File: config.mk
export PLATFORM = sky130hd
export DESIGN_NAME = merge_2to1_rr
export DESIGN_NICKNAME = d
export VERILOG_FILES = /design/src/rtl/merge_pkg.sv /design/src/rtl/rr_arb2.sv /design/src/rtl/merge_2to1_rr.sv
export SDC_FILE = /design/constraint.sdc
export NUM_CORES = 1
export LEC_CHECK = 0
export BUFFER_PORTS_ARGS = -buffer_cell sky130_fd_sc_hd__clkbuf_2
export CORE_AREA = 3 3 42 44
export DETAILED_ROUTE_END_ITERATION = 16
export DIE_AREA = 0 0 45 47
export PLACE_DENSITY = 0.78
export SKIP_CTS_REPAIR_TIMING = 1
export SYNTH_ARGS = -nofsm -noshare
export SYNTH_HDL_FRONTEND = slang
export SYNTH_SLANG_ARGS = --single-unit
File: constraint.sdc
create_clock -name clk -period 2.7 [get_ports clk]
set_input_delay 0.27 -clock clk [delete_from_list [all_inputs] [get_ports clk]]
set_output_delay 0.27 -clock clk [all_outputs]
set_load 0.01 [all_outputs]
File: src/rtl/merge_pkg.sv
// Shared types and source tags for the 2:1 round-robin merge.
package merge_pkg;

  localparam int   DATA_W  = 8;
  localparam logic SRC_IN0 = 1'b0;
  localparam logic SRC_IN1 = 1'b1;

  typedef struct packed {
    logic [DATA_W-1:0] data;
    logic              src;
  } out_word_t;

endpackage

File: src/rtl/rr_arb2.sv
// Two-requester round-robin arbiter, purely combinational, one-hot grant.
// Zero latency; en low forces no grant so the caller can stall both requesters.
module rr_arb2
  import merge_pkg::*;
(
  input  logic [1:0] req,
  input  logic       last_grant,
  input  logic       en,
  output logic [1:0] gnt,
  output logic       gnt_idx
);

  logic req0_n, req1_n, last_n;
  logic only0, only1, both;
  logic win0, win1;

  assign req0_n = ~req[0];
  assign req1_n = ~req[1];
  assign last_n = ~last_grant;

  assign only0 = req[0] & req1_n;
  assign only1 = req[1] & req0_n;
  assign both  = req[0] & req[1];

  // On contention the side that did not win last time goes next.
  assign win0 = only0 | (both & last_grant);
  assign win1 = only1 | (both & last_n);

  assign gnt[0]  = en & win0;
  assign gnt[1]  = en & win1;
  assign gnt_idx = gnt[1];

endmodule

File: src/rtl/merge_2to1_rr.sv
// Round-robin 2:1 stream merge with a source-tagged registered output; 1-cycle latency.
// Readies drop for both inputs while the output slot is full and not draining, or in reset.
module merge_2to1_rr
  import merge_pkg::*;
#(
  parameter int WIDTH = DATA_W
) (
  input  logic             clk,
  input  logic             rst_n,
  input  logic [WIDTH-1:0] in0_data,
  input  logic             in0_valid,
  output logic             in0_ready,
  input  logic [WIDTH-1:0] in1_data,
  input  logic             in1_valid,
  output logic             in1_ready,
  output logic [WIDTH-1:0] out_data,
  output logic             out_src,
  output logic             out_valid,
  input  logic             out_ready
);

  out_word_t  out_q;
  logic       out_valid_q;
  logic       last_grant;
  logic       can_accept;
  logic       arb_en;
  logic [1:0] gnt;
  logic       gnt_idx;
  logic       in_xfer;

  assign can_accept = ~out_valid_q | out_ready;
  assign arb_en     = rst_n & can_accept;

  rr_arb2 u_arb (
    .req        ({in1_valid, in0_valid}),
    .last_grant (last_grant),
    .en         (arb_en),
    .gnt        (gnt),
    .gnt_idx    (gnt_idx)
  );

  assign in0_ready = gnt[0];
  assign in1_ready = gnt[1];
  // A grant is only issued against a live request, so any grant is a transfer.
  assign in_xfer   = gnt[0] | gnt[1];

  always_ff @(posedge clk) begin
    if (!rst_n) begin
      out_q       <= '0;
      out_valid_q <= 1'b0;
      last_grant  <= SRC_IN1;
    end else if (in_xfer) begin
      out_q.data  <= gnt_idx ? in1_data : in0_data;
      out_q.src   <= gnt_idx;
      out_valid_q <= 1'b1;
      last_grant  <= gnt_idx;
    end else if (out_valid_q && out_ready) begin
      out_valid_q <= 1'b0;
    end
  end

  assign out_data  = out_q.data;
  assign out_src   = out_q.src;
  assign out_valid = out_valid_q;

endmodule
==> run summary, run 1 <==
The flow ran to the end, and the final reports show no timing, DRC or antenna violations. The congestion estimate from routability-driven global placement came to 0.7355. The die outline area is 2115 µm². The pin count of the biggest net entering global routing is 22, and the arrival time of data at the critical path endpoint is 1.59 ns.

The standby leakage power is 0.3346 nW, and the internal power consumption is 0.0002773 W. The tools report the max-slew violation count as 0. For the total nets after synthesis, the log shows 87. Setup repair after global routing left no endpoint under its margin. The tools report the synthesized instance count as 66. 0 antenna diodes ended up in the layout. For the total track usage, the log shows 0.1657. In the post-synthesis netlist, the biggest area contributors are sky130_fd_sc_hd__dfxtp_1, sky130_fd_sc_hd__a311oi_2, sky130_fd_sc_hd__o31ai_1. Sort of element at the start of the critical path: a register. Setup violations remaining at the end of the flow were counted as 0.

The H-tree depth reported by CTS was 1; the via density per instance was 6.046. The remaining global-route overflow was 0. The tools report the post-route DRC violation count as 0. Counting every sink on the clock net gives 11. After detailed placement, the total cell area comes to 778.2 µm². In this run the remaining antenna-violating nets after routing total 0. For this block, the via count after detailed routing is 659. For the hold violation total from the final report, the log shows 0. For the global-route wire length before repair, the log shows 2608 µm. STA puts the critical path data required time at 2.43 ns. The via count of the first global-routing pass came out at 571.

The critical path goes through nand2b_1 > o2111ai_1 > inv_1 > clkbuf_2. Adding up every negative setup slack in the final design gives 0 ns. The clock tree root driver cell is sky130_fd_sc_hd__clkbuf_4. Busiest layer in global routing: met2. The smallest clock period supported by the final layout is computed as 1.859 ns. The clock latency on the worst-skew pair was 0.27 ns. The total wirelength of the detailed-routed design is 1624 µm.

Starting density of the core: 0.4456. The total of flip-flops plus latches after synthesis was 11. The register share of total power is 0.456. The run gives 0.0001243 W as the switching power. The global routing met1 resource utilization is 0.2322, and the TritonCTS buffer count is 3. The worst register-to-register path has a depth of 3. The fraction of layout instances using a drive strength above 1 works out to 0.4946.

The number of antenna violations at the first check in global routing was 0. The logs give 1.17 ns for the setup slack of the worst register-to-register path and 0.287 for the part of the total power dissipated in the clock network. The critical path start-end classification was register to output pin.

The highest ir drop seen on vdd is 0.0003207 V, and the number of distinct library cell variants in the gate-level netlist after synthesis is 20. From synthesis to final layout, the design area changed by 22.71%. Based on the critical path, the design can be clocked at up to 0.5379 GHz.

The detailed router finished its first iteration with 19 violations. The share of the clock period used by the worst path came out at 0.6885. On the critical path, the stage with the largest delay is an instance of sky130_fd_sc_hd__nand2b_1. The initialized floorplan defines 14 standard-cell rows. Yosys printed 0 warnings. Fraction of power spent switching nets: 0.3095.

Each instance of the synthesized netlist takes up on average 9.934 µm². The cell area that synthesis handed to floorplanning was 655.6 µm². In this run the worst path has a maximum fanout of 18. The logs give 0.06513 for the global routing met3 resource utilization and 33 for the number of top-level design ports. The tools report the startpoint of the lowest-slack register-to-register path as out_valid$_SDFFE_PN0P_. The first TritonRoute pass finished after 5 iterations.

Summed over all instances, the cell type with the most area after synthesis is sky130_fd_sc_hd__dfxtp_1. After clock tree synthesis, the clock-pin slew on the worst setup and hold paths is 0.07 ns. The endpoint identified for the worst register-to-register timing path is last_grant$_SDFFE_PN1P_.

The measured slew at the worst slew-check pin is 0.7282 ns. The logs give 0.003994 ns for the final clock skew and 1191 µm for the sum of net half-perimeters after detailed placement. The launching instance or port of the critical path was out_valid$_SDFFE_PN0P_.

Dividing total power by cell area gives a power density of 499.2 nW/µm². Height of the die: 47 µm. The largest single stage delay on the critical path is 0.46 ns.

The sequential cell area fraction in the yosys report was 0.3359; the final net count was 115. The met2 global-route usage came out at 0.2401. With fillers left out, the area of the finished cells amounts to 804.5 µm². TritonCTS built the clock tree. STA classifies the critical path endpoint as an output pin. The clock passes through at most 2 buffers. The fraction of synthesized cell area taken by the top area cell type came out at 0.3359. The number of buffer cells added on primary ports is 32.

The logic gate share of total power was 0.257. In this run the worst hold path is classified as input port to register. The count of fill cells added during filler insertion is 147. Measured along the x axis, the die boundary spans 45 µm.

The most critical setup path has its endpoint at in0_ready. The run gives 1471 µm² as the core area. Max-cap violations in this run came to 0. Hold timing on the final database bottoms out at a slack of 0.2843 ns. In the final routed layout, each cell accounts on average for 14.90 µm. For the worst slew margin relative to its limit, the log shows 0.5136.
[stage by stage]
| step | power, W | setup WS [ns] | std cells | util |
|---|---|---|---|---|
| 2_1_floorplan | 0.0002584 | 1.415 | 66 | - |
| 3_3_place_gp | 0.0002875 | 1.072 | 105 | 0.5289 |
| 3_5_place_dp | 0.0002903 | 1.038 | 105 | 0.5289 |
| 4_1_cts | 0.0004038 | 0.8509 | 109 | 0.5468 |
| 5_1_grt | 0.0004224 | 0.6910 | 109 | 0.5468 |
| 6_report | 0.0004016 | 0.8410 | 109 | 0.5468 |
[power groups by stage]
stage	logic [W]	clock network, W	registers, W
6_report	0.000103	0.000115	0.000183
5_1_grt	0.000113	0.000125	0.000184
4_1_cts	0.000103	0.000117	0.000183
3_5_place_dp	0.000103	0	0.000187
3_3_place_gp	0.000101	0	0.000186
2_1_floorplan	0.0000664	0	0.000192
[layer usage]
metal  wire, µm  part of all wire
met1        714              0.44
met2        717              0.44
met3        186              0.11
met4          7            0.0043
met5          0                 0
[cells in the mapped netlist, drive strengths merged]
cell	n
o2111ai	1
buf	9
a31oi	8
and3	1
o31ai	8
nor2b	1
a31o	1
a21boi	1
nand4	8
o21a	1
or2	1
a21bo	1
a211o	1
a311oi	8
inv	3
nand2b	1
dfxtp	11
nor3	1
[cell type report]
class | instances | area [µm²] | area share
sequential | 11 | 220.2 | 0.2737
clock buffer | 4 | 26.28 | 0.03266
timing repair buffer | 32 | 160.2 | 0.1991
inverter | 3 | 11.26 | 0.01400
multi-input combinational | 43 | 366.6 | 0.4557
tap | 16 | 20.02 | 0.02488
[how the worst min path moves through the flow]
stage / from / to / depth (start not counted)
5_1_grt: in0_data[2] / out_data[2]$_SDFFE_PN0P_ / 3
4_1_cts: in0_data[2] / out_data[2]$_SDFFE_PN0P_ / 3
6_report: in0_data[2] / out_data[2]$_SDFFE_PN0P_ / 3
2_1_floorplan: in0_data[5] / out_data[5]$_SDFFE_PN0P_ / 2
3_3_place_gp: out_src$_SDFFE_PN0P_ / out_src$_SDFFE_PN0P_ / 1
3_5_place_dp: out_src$_SDFFE_PN0P_ / out_src$_SDFFE_PN0P_ / 1
[critical path, delay by kind of cell, from the launching register on]
kind / cells / cell delay, ns
flops: 1 / 0.32
compound gates: 1 / 0.31
buf+inv: 2 / 0.23
simple gates: 1 / 0.46
[cells by family after synthesis]
group	count (synthesis)	share of synthesized area
simple gates	13	0.1298
flops	11	0.3359
compound gates	30	0.4294
buf+inv	12	0.1050
[placed cells by master (no fill, tap or decap), drive strengths merged]
cell type	count
o31ai	8
a21boi	1
a31o	1
nor2b	1
a31oi	8
and3	1
nor3	1
o21a	1
inv	3
a211o	1
dfxtp	11
or2	1
clkbuf	36
o2111ai	1
nand4	8
a311oi	8
a21bo	1
nand2b	1
[state kept, by name (all words and copies together) (netlist names)]
name / count
last_grant: 1
out_data: 8
out_src: 1
out_valid: 1
No activity file was read; power rests on OpenSTA's default activity.
==> inputs of run 2 (changes only) <==
CORE_AREA = 3 3 46 48   (was 3 3 42 44)
DIE_AREA = 0 0 49 51   (was 0 0 45 47)
PLACE_DENSITY = 0.69   (was 0.78)
clock period = 1.5 ns   (was 2.7 ns; I/O delays follow)
==> run 2 against run 1 <==
Hold slack got worse by 0.12 ns. Critical endpoint is now in1_ready. Global-route usage decreased by 2.7 points. Final area increased by 6.8%. Utilization decreased by 5.4 points. Final cell count increased by 11%. Routed wire length increased by 10%. First-iteration DRC count decreased by 47%. Non-clock buffer count increased by 3. Count of clock-buffer cells in the layout unchanged. Flip-flop and latch count unchanged. Clock skew increased by 0.0019 ns.
==> run summary, run 2 (synthesis results as in run 1) <==
The area growth from synthesis to layout is 31.11%. The die covers 2499 µm². The first TritonRoute pass finished after 4 iterations. Top cell family by delay on the critical path: flip-flops. The finished layout holds 121 standard cells, fillers aside.

The tools report the sort of element at the start of the critical path as a register. TritonCTS built the clock tree. The tools report the hold violation total from the final report as 0.

The register with the most flip-flops in the layout has 8 of them. Once detailed placement completed, the half-perimeter wirelength came to 1306 µm. The sum of buffers and inverters on the critical path was 1; the final net count was 118. The starting density of the core was 0.3756; the fraction of layout instances using a drive strength above 1 was 0.5417.

The routed layout has 683 vias. The smallest clock period supported by the final layout is computed as 1.422 ns. Power density over cell area: 860.7 nW/µm². After detailed routing, the number of vias per cell comes to 5.645. The core area is 1745 µm².

The max capacitance violation total is 0, and the clock transition at the register clock pins on the worst setup and hold paths after CTS is 0.08 ns. The worst slew margin relative to its limit was 0.7386. Leaving out fill and tap cells, the most frequent cells in the layout are sky130_fd_sc_hd__clkbuf_2, sky130_fd_sc_hd__dfxtp_1. Critical path start-end classification: register to output pin.

Global routing finished with a remaining overflow of 0. The die is 49 µm wide. No sink is reached through more buffers than the 2 on the longest clock path. Routed length per instance: 14.76 µm.

For the number of DRC markers in iteration 0, the log shows 10. Setup violations remaining at the end of the flow were counted as 0. The tree is rooted in a sky130_fd_sc_hd__clkbuf_4. The peak clock frequency supported by timing was 0.7033 GHz; the TritonCTS buffer count was 3. After detailed routing, the number of remaining DRC violations is 0. Across the routed clock network, the largest skew measured is 0.005889 ns. The die is 51 µm tall. Counting tap cells, the placed design contains a total of 117 instances. For this run, the slowest stage of the critical path takes 0.34 ns.

Across the VDD grid, the largest voltage drop is 0.0002891 V. The cell with the largest stage delay on the worst path was sky130_fd_sc_hd__dfxtp_1. In this run the core area contains 15 standard-cell rows. At the later pin of the worst-skew pair, clock insertion delay measures 0.27 ns. The detail route stage leaves a number of antenna-violating nets equal to 0. The share of the clock period used by the worst path was 0.9479; the pin count of the biggest net entering global routing was 19. The number of buffer cells added on primary ports is 32, and the number of top-level design ports is 33.

The signal on the critical path passes through a21bo_1 > nor3_4 > clkbuf_2. The max-slew violation count is 0, and the measured slew at the worst slew-check pin is 0.3916 ns. The run gives 1786 µm as the total wirelength of the detailed-routed design. The diode insertion count for antenna repair came out at 0.

The via count of the first global-routing pass was 534. The logs give 0.7971 for the routability-driven placement congestion ratio and 0.1388 for the total track usage. Most frequent standard cell in the layout excluding fill and tap cells: sky130_fd_sc_hd__clkbuf_2. The required time at the endpoint of the critical path is 1.35 ns, and the arrival time of data at the critical path endpoint is 1.27 ns.

STA classifies the critical path endpoint as an output pin. The global-route wire length before repair is 2697 µm, and the maximum fanout encountered on the critical timing path is 9. The H-tree depth reported by CTS is 1. The number of antenna violations at the first check in global routing is 0, and the number of clock sinks is 11.

Overall power consumption after layout is estimated at 0.0007398 W. The flow ran to the end, and the final reports show no timing, DRC or antenna violations. The min-delay analysis places its worst path in the category input port to register. Summed over all cells, the static leakage comes to 0.3551 nW.
-- run 2: cell types whose count changed in the layout (fill, tap and decap cells not counted), sizes merged --
cell,delta
buf,+3
-- run 2: final cells by class --
cell class              instances  area (µm²)
fillers                       166       885.9
multi-input cells              43       387.9
flip-flops and latches         11       220.2
repair buffers                 35       182.7
well taps                      25       31.28
clock buffers                   4       26.28
inverters                       3       11.26
-- run 2: per-layer routing --
layer	track usage	wire, µm
met1	0.1907	828
met2	0.1991	796
met3	0.03499	125
met4	0.07109	36
met5	0	0
-- run 2: worst register-to-register path, delay by kind of cell, from the launching register on --
kind | cells | cell delay (ns)
AO/OA/AOI/OAI | 3 | 0.73
flip-flops | 1 | 0.34
-- run 2: per-stage QoR --
stage	instance area, µm²	util	TNS [ns]	hold WS (ns)	setup slack [ns]
floorplan	655.6	-	0	0.3434	0.2596
global placement	812.0	0.4652	0	0.4509	0.08251
detailed placement	812.0	0.4652	0	0.4463	0.008969
CTS	838.3	0.4803	-0.2128	0.1565	-0.2023
global route	859.6	0.4925	-0.001730	0.1571	-0.001730
finish	859.6	0.4925	0	0.1626	0.07816
-- run 2: path summary, 6_finish.rpt --
check / from / to / slack [ns] / cells after the start
worst min-delay path: in1_data[3] / out_data[3]$_SDFFE_PN0P_ / 0.16 / 3
worst max-delay path: last_grant$_SDFFE_PN1P_ / in1_ready / 0.08 / 3
worst min register to register: out_src$_SDFFE_PN0P_ / out_src$_SDFFE_PN0P_ / 0.50 / 1
worst max register to register: last_grant$_SDFFE_PN1P_ / out_data[5]$_SDFFE_PN0P_ / 0.30 / 3
-- run 2: power by group --
| part | total (W) | switching, W | internal [W] |
|---|---|---|---|
| logic | 0.000201 | 0.000112 | 0.0000892 |
| registers | 0.000330 | 0.0000141 | 0.000316 |
| clock network | 0.000209 | 0.000106 | 0.000103 |
| total | 0.000740 | 0.000231 | 0.000508 |
